<file path="src/rtl/sha1_pkg.sv">
// Shared definitions for the SHA-1 message padder and core: FSM encodings,
// block geometry and the SHA-1 initial hash value / round constants.
package sha1_pkg;

  typedef enum logic [2:0] {
    ST_ACCEPT = 3'd0,
    ST_EMIT   = 3'd1,
    ST_PAD    = 3'd2,
    ST_PAD2   = 3'd3,
    ST_DROP   = 3'd4
  } state_t;

  localparam int BLOCK_W = 512;
  localparam int BLOCK_BYTES = BLOCK_W / 8;
  // byte position of the 64-bit length field inside a block
  localparam int LEN_OFF = 56;

  // H0..H4, H0 in the most significant word
  localparam logic [159:0] SHA1_IV = {
    32'h67452301, 32'hEFCDAB89, 32'h98BADCFE, 32'h10325476, 32'hC3D2E1F0
  };

  // round constants for rounds 0-19, 20-39, 40-59, 60-79 (first in MS word)
  localparam logic [127:0] SHA1_K = {
    32'h5A827999, 32'h6ED9EBA1, 32'h8F1BBCDC, 32'hCA62C1D6
  };

  // bit offset of the LSB of message byte k within a big-endian block
  function automatic logic [8:0] byte_lsb(input logic [5:0] k);
    return {~k, 3'b000};
  endfunction

endpackage

</file>
<file path="src/rtl/sha1_pad_mask.sv">
// Byte-lane insert generator for the padding step. For a PAD cycle it keeps
// bytes below ptr, places 0x80 at ptr, zeros the rest and, when the length
// field still fits, drops the bit length into bytes 56..63. For a PAD2 cycle
// only the length field survives.
module sha1_pad_mask
  import sha1_pkg::*;
(
  input  logic [5:0]         ptr,
  input  logic               pad2,
  input  logic [63:0]        bit_len,
  output logic [BLOCK_W-1:0] keep,
  output logic [BLOCK_W-1:0] ins,
  output logic               fits
);

  // per-lane keep mask and insert value
  always_comb begin
    keep = '0;
    ins  = '0;
    fits = pad2 || (ptr < 6'(LEN_OFF));
    for (int k = 0; k < BLOCK_BYTES; k++) begin
      if (!pad2) begin
        if (k < int'(ptr)) begin
          keep[BLOCK_W-1-8*k -: 8] = 8'hFF;
        end else if (k == int'(ptr)) begin
          ins[BLOCK_W-1-8*k -: 8] = 8'h80;
        end
      end
    end
    if (fits) begin
      ins[63:0] = bit_len;
    end
  end

endmodule

</file>
<file path="src/rtl/sha1_pad.sv">
// SHA-1 message padder: packs a byte stream into 512-bit big-endian blocks,
// appends 0x80, zero fill and the 64-bit bit length.
// Build option: SHA1_PAD_MULTI_BLOCK_EN allows messages of any number of
// blocks; without it messages are limited to 55 bytes (one block) and a
// longer message raises err and is dropped.
//
// state  | meaning
// -------+-----------------------------------------------------------
// ACCEPT | taking message bytes into the buffer at ptr
// EMIT   | block offered on block/block_valid until block_ready
// PAD    | one cycle: 0x80, zero fill, length if it fits
// PAD2   | one cycle: extra block holding only the length field
// DROP   | overlong message, bytes swallowed up to in_last
module sha1_pad
  import sha1_pkg::*;
(
  input  logic               clk,
  input  logic               reset,
  input  logic               in_valid,
  input  logic [7:0]         in_data,
  input  logic               in_last,
  output logic               in_ready,
  output logic [BLOCK_W-1:0] block,
  output logic               block_valid,
  input  logic               block_ready,
  output logic               block_last,
  output logic               err
);

  state_t             state;
  state_t             emit_next;
  logic [6:0]         ptr;
  logic [63:0]        bit_len;
  logic [BLOCK_W-1:0] blk_q;
  logic [BLOCK_W-1:0] pad_keep;
  logic [BLOCK_W-1:0] pad_ins;
  logic               pad_fits;
  logic               overflow;

  sha1_pad_mask u_mask (
    .ptr     (ptr[5:0]),
    .pad2    (state == ST_PAD2),
    .bit_len (bit_len),
    .keep    (pad_keep),
    .ins     (pad_ins),
    .fits    (pad_fits)
  );

`ifdef SHA1_PAD_MULTI_BLOCK_EN
  // 2^61-1 bytes already counted: one more would wrap the bit length
  assign overflow = (bit_len == 64'hFFFF_FFFF_FFFF_FFF8);
`else
  // single-block build: the 56th byte leaves no room for the length field
  assign overflow = (ptr == 7'(LEN_OFF - 1));
`endif

  assign in_ready    = (state == ST_ACCEPT) || (state == ST_DROP);
  assign block_valid = (state == ST_EMIT);
  assign block       = blk_q;

  // padder FSM with buffer, pointer and length datapath
  always_ff @(posedge clk or negedge reset) begin
    if (!reset) begin
      state      <= ST_ACCEPT;
      emit_next  <= ST_ACCEPT;
      ptr        <= '0;
      bit_len    <= '0;
      blk_q      <= '0;
      block_last <= 1'b0;
      err        <= 1'b0;
    end else begin
      err <= 1'b0;
      case (state)
        ST_ACCEPT: begin
          if (in_valid) begin
            if (overflow) begin
              err     <= 1'b1;
              blk_q   <= '0;
              ptr     <= '0;
              bit_len <= '0;
              state   <= in_last ? ST_ACCEPT : ST_DROP;
            end else begin
              blk_q[byte_lsb(ptr[5:0]) +: 8] <= in_data;
              ptr     <= ptr + 7'd1;
              bit_len <= bit_len + 64'd8;
              if (ptr == 7'(BLOCK_BYTES - 1)) begin
                // full block goes out first; padding restarts at ptr 0
                state      <= ST_EMIT;
                emit_next  <= in_last ? ST_PAD : ST_ACCEPT;
                block_last <= 1'b0;
              end else if (in_last) begin
                state <= ST_PAD;
              end
            end
          end
        end
        ST_PAD: begin
          blk_q      <= (blk_q & pad_keep) | pad_ins;
          block_last <= pad_fits;
          emit_next  <= pad_fits ? ST_ACCEPT : ST_PAD2;
          state      <= ST_EMIT;
        end
        ST_PAD2: begin
          blk_q      <= pad_ins;
          block_last <= 1'b1;
          emit_next  <= ST_ACCEPT;
          state      <= ST_EMIT;
        end
        ST_EMIT: begin
          if (block_ready) begin
            blk_q <= '0;
            ptr   <= '0;
            if (block_last) begin
              bit_len <= '0;
            end
            block_last <= 1'b0;
            state      <= emit_next;
          end
        end
        ST_DROP: begin
          if (in_valid && in_last) begin
            state <= ST_ACCEPT;
          end
        end
        default: state <= ST_ACCEPT;
      endcase
    end
  end

endmodule

</file>
<file path="config.mk">
export PLATFORM = sky130hd
export DESIGN_NAME = sha1_pad
export DESIGN_NICKNAME = d
export VERILOG_FILES = /design/src/rtl/sha1_pkg.sv /design/src/rtl/sha1_pad_mask.sv /design/src/rtl/sha1_pad.sv
export SDC_FILE = /design/constraint.sdc
export NUM_CORES = 1
export LEC_CHECK = 0
export CORE_MARGIN = 5
export CORE_UTILIZATION = 54
export DETAILED_ROUTE_END_ITERATION = 16
export PLACE_DENSITY = 0.86
export SYNTH_ARGS = -nofsm -noshare
export SYNTH_HDL_FRONTEND = slang
export SYNTH_SLANG_ARGS = --single-unit
</file>
<file path="constraint.sdc">
create_clock -name clk -period 6.52 [get_ports clk]
set_input_delay 1.304 -clock clk [delete_from_list [all_inputs] [get_ports clk]]
set_output_delay 1.304 -clock clk [all_outputs]
set_load 0.01 [all_outputs]
</file>
### Yosys cells after proc, flatten, opt, wreduce, memory -nomap -nowiden

Index checks and enable logic that the tools add are counted.

* register bits after elaboration: 591
* word-level logic and storage cells: 524
* input port bits: 13
* output and inout port bits: 516

* equal/unequal tests: 76
* magnitude comparators: 64
* $add $sub $neg: 3
* shift-type cells: 2
* bitwise logic cells: 3
* reduce and logical (&&, ||, !) cells: 15
* mux-type cells: 354

Operator list (count)
* two-way mux 8 bit: 317
* one-hot mux 512 bit (4 select lines): 1
* two-way mux 512 bit: 3
* bitwise AND 512 bit: 1
* bitwise mux 512 bit: 1
* OR 512 bit: 1
* variable shift 8 x 11 -> 512 bit (first input constant): 1
* variable part select 8 x 11 -> 512 bit: 1
* two-way mux 64 bit: 5
* == test 6 bit (first input constant): 32
* less-than comparator 6 bit (first input constant): 31
* one-hot mux 64 bit (2 select lines): 1
* == test 5 x 6 -> 1 bit (first input constant): 16
* less-than comparator 5 x 6 -> 1 bit (first input constant): 16
* adder 64 x 4 -> 64 bit (second input constant): 1
* == test 4 x 6 -> 1 bit (first input constant): 8
* less-than comparator 4 x 6 -> 1 bit (first input constant): 8
* two-way mux 3 bit: 10
* == test 3 x 6 -> 1 bit (first input constant): 4
* less-than comparator 3 x 6 -> 1 bit (first input constant): 4
* two-way mux 7 bit: 3
* == test 7 x 6 -> 1 bit (second input constant): 2
* one-hot mux 7 bit (2 select lines): 1
* == test 2 x 6 -> 1 bit (first input constant): 2
* other kinds (29): 47

### Depth between registers and ports, before layout

Gate-level depths: netlist of the first run.

* depth in word-level cells: 7
* depth in mapped cells: 12
* gate-level depth less buffers: 8

### Modules after synthesis

From an unflattened synthesis of the first run, not the netlist that was laid out.

* cell total of the unflattened synthesis: 4816
* area, all modules: 42383.1 um2

Modules (own cells, without submodules)
* sha1_pad: cells each 3687, area each 34321.7 um2, instances 1, sequential area each 14689.1 um2
* sha1_pad_mask: cells each 1129, area each 8061.5 um2, instances 1, sequential area each 0.0 um2

### Least setup slack after synthesis of the first run

OpenSTA, ideal clock, no wires.

* path kind: register to register
* start point: register ptr[0]
* end point: register blk_q[271], in the netlist block[271]
* library setup time: 126 ps
* slack: 3406 ps
* cell stages (with the launch flop): 12
* path buffers: 4
* period minus slack after synthesis: 3114 ps
* required time: 6394 ps
* data arrival time: 2988 ps
* path through: dfrtp_1 -> buf_2 -> buf_2 -> inv_1 -> clkbuf_1 -> ha_1 -> clkbuf_1 -> nand2_1 -> or4_4 -> nor2_8 -> o211ai_4 -> a221o_1

* cells in the longest elaborated chain, start to end: 7
* elaborated cells between the ends (all ways): 18
* classes of those cells: 1 x add/sub; 1 x order compare; 2 x eq/ne; 2 x shift; 9 x mux; 3 x bitwise

RTL lines
* start, declared: line sha1_pad.sv:32 `logic [6:0] ptr;`
* start signal, assigned: line sha1_pad.sv:84 `ptr <= ptr + 7'd1;`
* inverter 6 bit: line sha1_pkg.sv:30 `return {~k, 3'b000};`
* negator 9 -> 11 bit: line sha1_pad.sv:83 `blk_q[byte_lsb(ptr[5:0]) +: 8] <= in_data;`
* variable part select 8 x 11 -> 512 bit or variable shift 8 x 11 -> 512 bit (tied branches): line sha1_pad.sv:83
* bitwise mux 512 bit: line sha1_pad.sv:83
* two-way mux 512 bit: line sha1_pad.sv:76 `if (overflow) begin`
* two-way mux 512 bit: line sha1_pad.sv:75 `if (in_valid) begin`
* one-hot mux 512 bit (4 select lines) *: line sha1_pad.sv:73 `case (state)`
* end signal, assigned by index: line sha1_pad.sv:83
* end signal, assigned: line sha1_pad.sv:98 `blk_q <= (blk_q & pad_keep) | pad_ins;`
* end signal, assigned: line sha1_pad.sv:104 `blk_q <= pad_ins;`
* end, declared: line sha1_pad.sv:34 `logic [BLOCK_W-1:0] blk_q;`

Mark *: on every way between the ends. The rest lies on a longest branch, timed or not. The select of a mux whose other input is x is not followed.
A chain may end at the register's enable or synchronous reset.

### Worst setup path in the final report of the first run

* start point: register ptr[4]
* end point: register blk_q[57], in the netlist block[57]

Same word-level chain as after synthesis.

==> flow_metrics.env, run 1 <==
export IMPL_powerDensity_nw_per_um2=306.2
export IMPL_h_tree_depth=2
export IMPL_fin_crit_ns=4.307
export IMPL_ctsHoldBuffers=0
export IMPL_r2r_start="ptr[4]"
export IMPL_ir_worst_vdd_mv=0.2039
export IMPL_syn_area_sq_um=26520
export IMPL_crit_path_start="ptr[4]"
export IMPL_core_area_sq_um=48750
export IMPL_detail_route_vias_per_cell=6.968
export IMPL_yosys_warnings=0
export IMPL_synthAdderAreaFrac_pct=0.2831
export IMPL_synth_cell_types=103
export IMPL_clk_path_buf_depth=3
export IMPL_die_w_microns=231.6
export IMPL_cts_root_buffer="clkbuf_16"
export IMPL_synth_xor_area_share_pct=1.684
export IMPL_synth_top_cell_area_share_pct=55.39
export IMPL_route_antenna_remaining_nets=0
export IMPL_p_seq_share_pct=36.6
export IMPL_wl_mm=110.3
export IMPL_power_internal_mw=6.530
export IMPL_final_net_count=2895
export IMPL_async_flop_share_pct=100.0
export IMPL_leakage_nw=14.77
export IMPL_switching_share_pct=38.08
export IMPL_cts_setup_buffers=0
export IMPL_crit_path_end_kind="flop"
export IMPL_power_switching_mw=4.015
export IMPL_max_slew_worst_pin_slew_ns=1.471
export IMPL_drc=0
export IMPL_dieArea_sq_um=53650
export IMPL_synth_common_cells="dfrtp_1, a22o_1, nor2_1"
export IMPL_max_slew_margin_pct=1.537
export IMPL_synth_area_leaders="dfrtp_1, a22o_1, a221o_1"
export IMPL_required_ns=7.03
export IMPL_max_cap_violations=0
export IMPL_drt_iter0_drc=3436
export IMPL_endpoint="block[57]"
export IMPL_synth_simple_area_share_pct=14.51
export IMPL_layout_drive_gt1_share_pct=8.764
export IMPL_place_hpwl_mm=77.60
export IMPL_dp_cells=3480
export IMPL_clock_skew_ns=0.02340
export IMPL_synth_top_family_by_area="compound AO/OA/AOI/OAI gates"
export IMPL_hold_path_class="flop to flop"
export IMPL_rr_worst_depth=8
export IMPL_std_cell_rows=81
export IMPL_path_clk_slew_ns=0.07
export IMPL_routedWlPerCell_microns=30.76
export IMPL_cts_tree="yes"
export IMPL_outcome="completed"
export IMPL_synth_most_common_cell="dfrtp_1"
export IMPL_synth_compound_area_share_pct=24.73
export IMPL_dr_pass1_iters=6
export IMPL_hold_viol=0
export IMPL_start_util_pct=54.41
export IMPL_cts_resized=0
export IMPL_track_usage_pct=39.85
export IMPL_max_freq_ghz=0.2322
export IMPL_setup_tns_ns=0
export IMPL_grt_max_degree=145
export IMPL_synthFlopType="dfrtp_1"
export IMPL_ys_seq_area_share_pct=55.39
export IMPL_grt_pass1_wl_mm=163.2
export IMPL_worst_r2r_setup_slack_ns=2.21
export IMPL_power_share_clock_pct=34.1
export IMPL_fin_cells=3587
export IMPL_criticalPathCategory="flop to flop"
export IMPL_crit_arrival_ns=4.82
export IMPL_area_delta_synth_final_pct=29.84
export IMPL_synth_area_per_cell_sq_um=11.08
export IMPL_r2r_end="block[57]"
export IMPL_syn_inst=2394
export IMPL_worstPathMaxFanout=23
export IMPL_crit_path_start_kind="flop"
export IMPL_synthesis_nets=2413
export IMPL_clock_sinks=587
export IMPL_numCtsBuffers=58
export IMPL_combPwrFrac_pct=29.3
export IMPL_synth_top_area_cell="dfrtp_1"
export IMPL_place_congestion=1.036
export IMPL_clock_latency_ns=0.63
export IMPL_final_util_pct=70.64
export IMPL_synthMuxAreaShare_pct=0.2878
export IMPL_setup_viol=0
export IMPL_rsz0062_at_grt="false"
export IMPL_power_mw=10.55
export IMPL_overflow=0
export IMPL_min_period_over_period_pct=66.05
export IMPL_die_h_microns=231.6
export IMPL_vias=25000
export IMPL_portBuffers=528
export IMPL_slew_violations=0
export IMPL_synth_ff_latch_count=587
export IMPL_grt_pass1_vias=24830
export IMPL_nFillCells=3392
export IMPL_synth_edf_count=0
export IMPL_antenna_found_initial=2
export IMPL_top_level_ports=529
-- cells by family (layout without fill, tap and decap cells) --
family / Yosys count / in the layout
muxes: 7 / 7
DFF: 587 / 587
xor gates and xnor gates: 48 / 48
adders and majority gates: 6 / 6
buffers and inverters: 184 / 711
AOI/OAI and AO/OA: 804 / 804
and+or+nand+nor: 758 / 758
other: 0 / 2
-- worst min path at each step --
stage | start | slack (ns) | cells after the start | to
after global placement | block[359] | 0.46 | 1 | block[359]
after CTS | block[495] | 0.48 | 1 | block[495]
after floorplan | bit_len[8] | 0.47 | 1 | bit_len[8]
after global routing | block[180] | 0.51 | 1 | block[180]
final | block[359] | 0.48 | 1 | block[359]
after detailed placement | block[495] | 0.47 | 1 | block[495]
-- final cells by class --
class | count | area, sq um | area share [%]
tap | 664 | 830.8 | 2.413
timing repair buffer | 579 | 5710 | 16.58
antenna | 2 | 5.005 | 0.01453
sequential | 587 | 14690 | 42.66
multi-input combinational | 1623 | 11070 | 32.16
clock buffer | 76 | 1650 | 4.792
inverter | 27 | 101.3 | 0.2943
clock inverter | 29 | 375.4 | 1.090
-- routing by layer --
| layer | part of all wire (%) | up-vias | track usage [%] |
|---|---|---|---|
| met3 | 12 | 421 | 13.23 |
| met2 | 45 | 1940 | 61.24 |
| met4 | 5.7 | 2 | 18.26 |
| met5 | 0.015 | - | 0 |
| met1 | 37 | 12560 | 51.76 |
| li1 | - | 10070 | - |
-- state kept, by name (all words and copies together) (netlist names) --
signal,cells
block,512
emit_next,2
bit_len,61
err,1
block_last,1
state,3
ptr,7
-- layout by cell type (no fill, tap or decap), types with 14 or more instances in the layout --
master and count:
a21oi_1 61, a221o_1 87, a22o_1 253, a32o_1 61, and2_1 23, and3_1 25
buf_4 48, clkbuf_16 59, clkdlybuf4s50_1 527, dfrtp_1 587, inv_1 25, nand2_1 203
nand3_1 73, nand4_1 35, nor2_1 210, nor2b_1 17, nor3_1 50, nor3_2 15
o21ai_0 112, o21ai_1 20, o221ai_1 16, o2bb2ai_1 51, xnor2_1 14, xor2_1 32
-- worst max-delay path, cell delays in order, from the launching register on --
cell and delay [ns]:
dfrtp_1 0.78, buf_4 0.45, and2_1 0.53, o21ai_1 0.35
and2_1 0.45, buf_4 0.32, nor3_2 0.69, nand2_1 0.34
o221ai_1 0.27
-- power groups by stage --
stage,clock network [mW],logic [mW],registers (mW)
after floorplan,0,1.72,3.92
after global routing,3.75,3.20,3.87
final,3.59,3.09,3.86
after global placement,0,2.89,3.92
after detailed placement,0,2.96,3.92
after CTS,3.61,2.97,3.86
-- through the flow --
| stage | cell area, sq um | hold WS [ns] | setup slack [ns] |
|---|---|---|---|
| 2_1_floorplan | 26520 | 0.4651 | 3.406 |
| 3_3_place_gp | 32410 | 0.4619 | 2.234 |
| 3_5_place_dp | 32410 | 0.4687 | 2.132 |
| 4_1_cts | 34430 | 0.4838 | 2.497 |
| 5_1_grt | 34430 | 0.5096 | 2.207 |
| 6_report | 34440 | 0.4840 | 2.213 |
Note: power is estimated with default switching activity, not from simulation.
==> inputs of run 2 (changes only) <==
--- a/config.mk
+++ b/config.mk
@@ -6,9 +6,9 @@
 export NUM_CORES = 1
 export LEC_CHECK = 0
 export CORE_MARGIN = 5
-export CORE_UTILIZATION = 54
+export CORE_UTILIZATION = 52
 export DETAILED_ROUTE_END_ITERATION = 16
-export PLACE_DENSITY = 0.86
+export PLACE_DENSITY = 0.83
 export SYNTH_ARGS = -nofsm -noshare
 export SYNTH_HDL_FRONTEND = slang
 export SYNTH_SLANG_ARGS = --single-unit
==> constraint.sdc (replaced) <==
create_clock -name clk -period 4.42 [get_ports clk]
set_input_delay 0.884 -clock clk [delete_from_list [all_inputs] [get_ports clk]]
set_output_delay 0.884 -clock clk [all_outputs]
set_load 0.01 [all_outputs]
==> flow_metrics.env, run 2 (same netlist as run 1, synthesis figures left out) <==
export IMPL_leakage_nw=15.11
export IMPL_dr_pass1_iters=6
export IMPL_place_congestion=1.041
export IMPL_antenna_found_initial=3
export IMPL_final_net_count=2967
export IMPL_clock_sinks=587
export IMPL_std_cell_rows=82
export IMPL_power_mw=15.74
export IMPL_grt_pass1_wl_mm=168.4
export IMPL_die_h_microns=235.8
export IMPL_ir_worst_vdd_mv=0.3182
export IMPL_grt_max_degree=103
export IMPL_post_route_cell_area_sq_um=35000
export IMPL_cts_resized=0
export IMPL_cts_tree="yes"
export IMPL_slew_violations=0
export IMPL_final_common_cell="dfrtp_1"
export IMPL_path_clk_slew_ns=0.07
export IMPL_r2r_start="ptr[4]"
export IMPL_routedWlPerCell_microns=31.10
export IMPL_fin_crit_ns=3.669
export IMPL_max_cap_violations=0
export IMPL_cts_setup_buffers=0
export IMPL_max_slew_margin_pct=19.01
export IMPL_clock_skew_ns=0.01276
export IMPL_hold_viol=0
export IMPL_worst_r2r_setup_slack_ns=0.75
export IMPL_setup_tns_ns=0
export IMPL_drc=0
export IMPL_place_hpwl_mm=81.72
export IMPL_max_slew_worst_pin_slew_ns=1.215
export IMPL_ctsHoldBuffers=0
export IMPL_h_tree_depth=2
export IMPL_powerDensity_nw_per_um2=449.7
export IMPL_clk_path_buf_depth=3
export IMPL_overflow=0
export IMPL_layout_common_cells="dfrtp_1, clkdlybuf4s50_1, a22o_1"
export IMPL_crit_path_end_kind="flop"
export IMPL_drt_iter0_drc=3219
export IMPL_place_area_sq_um=33020
export IMPL_max_freq_ghz=0.2726
export IMPL_vias=25300
export IMPL_final_util_pct=69.61
export IMPL_grt_pass1_vias=25110
export IMPL_outcome="completed"
export IMPL_criticalPathCategory="flop to flop"
export IMPL_die_w_microns=235.8
export IMPL_setup_viol=0
export IMPL_hold_path_class="primary input to asynchronous set/reset pin"
export IMPL_portBuffers=528
export IMPL_clock_latency_ns=0.63
export IMPL_top_level_ports=529
export IMPL_track_usage_pct=39.32
export IMPL_numCtsBuffers=58
export IMPL_crit_arrival_ns=4.23
export IMPL_required_ns=4.98
export IMPL_area_delta_synth_final_pct=31.96
export IMPL_cts_root_buffer="clkbuf_16"
export IMPL_worstPathMaxFanout=15
export IMPL_r2r_end="block[436]"
export IMPL_route_antenna_remaining_nets=0
export IMPL_rr_worst_depth=6
export IMPL_dieArea_sq_um=55620
export IMPL_core_area_sq_um=50270
export IMPL_min_period_over_period_pct=83.00
export IMPL_crit_path_start_kind="flop"
export IMPL_rsz0062_at_grt="false"
export IMPL_wl_mm=114.0
export IMPL_start_util_pct=52.76
export IMPL_layout_drive_gt1_share_pct=10.83
export IMPL_largest_reg_flops=512
export IMPL_detail_route_vias_per_cell=6.902
==> run 2: changes by cell type in the layout (fill, tap and decap cells not counted), sizes merged <==
cell    previous run  this run
buf               52       124
inv               29        30
clkinv            14        13
bufinv             8         6
clkbuf            76        77
==> run 2: routing by layer <==
layer  up-vias  part of all wire (%)  GRT usage, %
met5         -                  0.11         1.645
met4         4                   6.1         19.99
met3       451                    12         11.55
met2      1966                    45         58.90
met1     12670                    37         52.36
li1      10210                     -             -
==> run 2: how the worst max path moves through the flow <==
stage                     slack, ns          to  startpoint  depth (start not counted)
final                          0.75  block[436]      ptr[4]                          6
after global routing           0.70  block[436]      ptr[4]                          6
after CTS                      0.97  block[436]      ptr[0]                          7
after detailed placement       0.77  block[306]    in_valid                          8
after global placement         0.83  block[286]    in_valid                          7
after floorplan                1.31  block[271]      ptr[0]                         11
==> run 2: through the flow <==
step / instances / worst slack (ns) / hold WS [ns]
4_1_cts: 3664 / 0.9688 / 0.3386
2_1_floorplan: 2394 / 1.306 / 0.4651
3_3_place_gp: 3560 / 0.8282 / 0.4613
5_1_grt: 3666 / 0.7021 / 0.3733
3_5_place_dp: 3560 / 0.7698 / 0.4653
6_report: 3666 / 0.7514 / 0.3089
==> run 2: critical path, cell delays in order, from the launching register on <==
cell and delay, ns:
dfrtp_1 0.61, and4b_1 0.43, nand2_1 0.53, nand3_2 0.62
nor3_1 0.46, nor2b_1 0.65, a32o_1 0.28
==> run 2: layout make-up <==
type | count | area [sq um]
Timing Repair Buffer | 651 | 6326
Clock inverter | 27 | 324.1
Antenna cell | 2 | 5.005
Multi-Input combinational cell | 1623 | 11070
Inverter | 27 | 101.3
Clock buffer | 77 | 1644
Tap cell | 672 | 840.8
Sequential cell | 587 | 14690
Fill cell | 3681 | 15280
==> run 2: report_power, final <==
part	internal (mW)	leakage [nW]	switching, mW
clock network	2.97	0.962	2.19
registers	5.54	8.18	0.183
logic	1.21	5.97	3.66
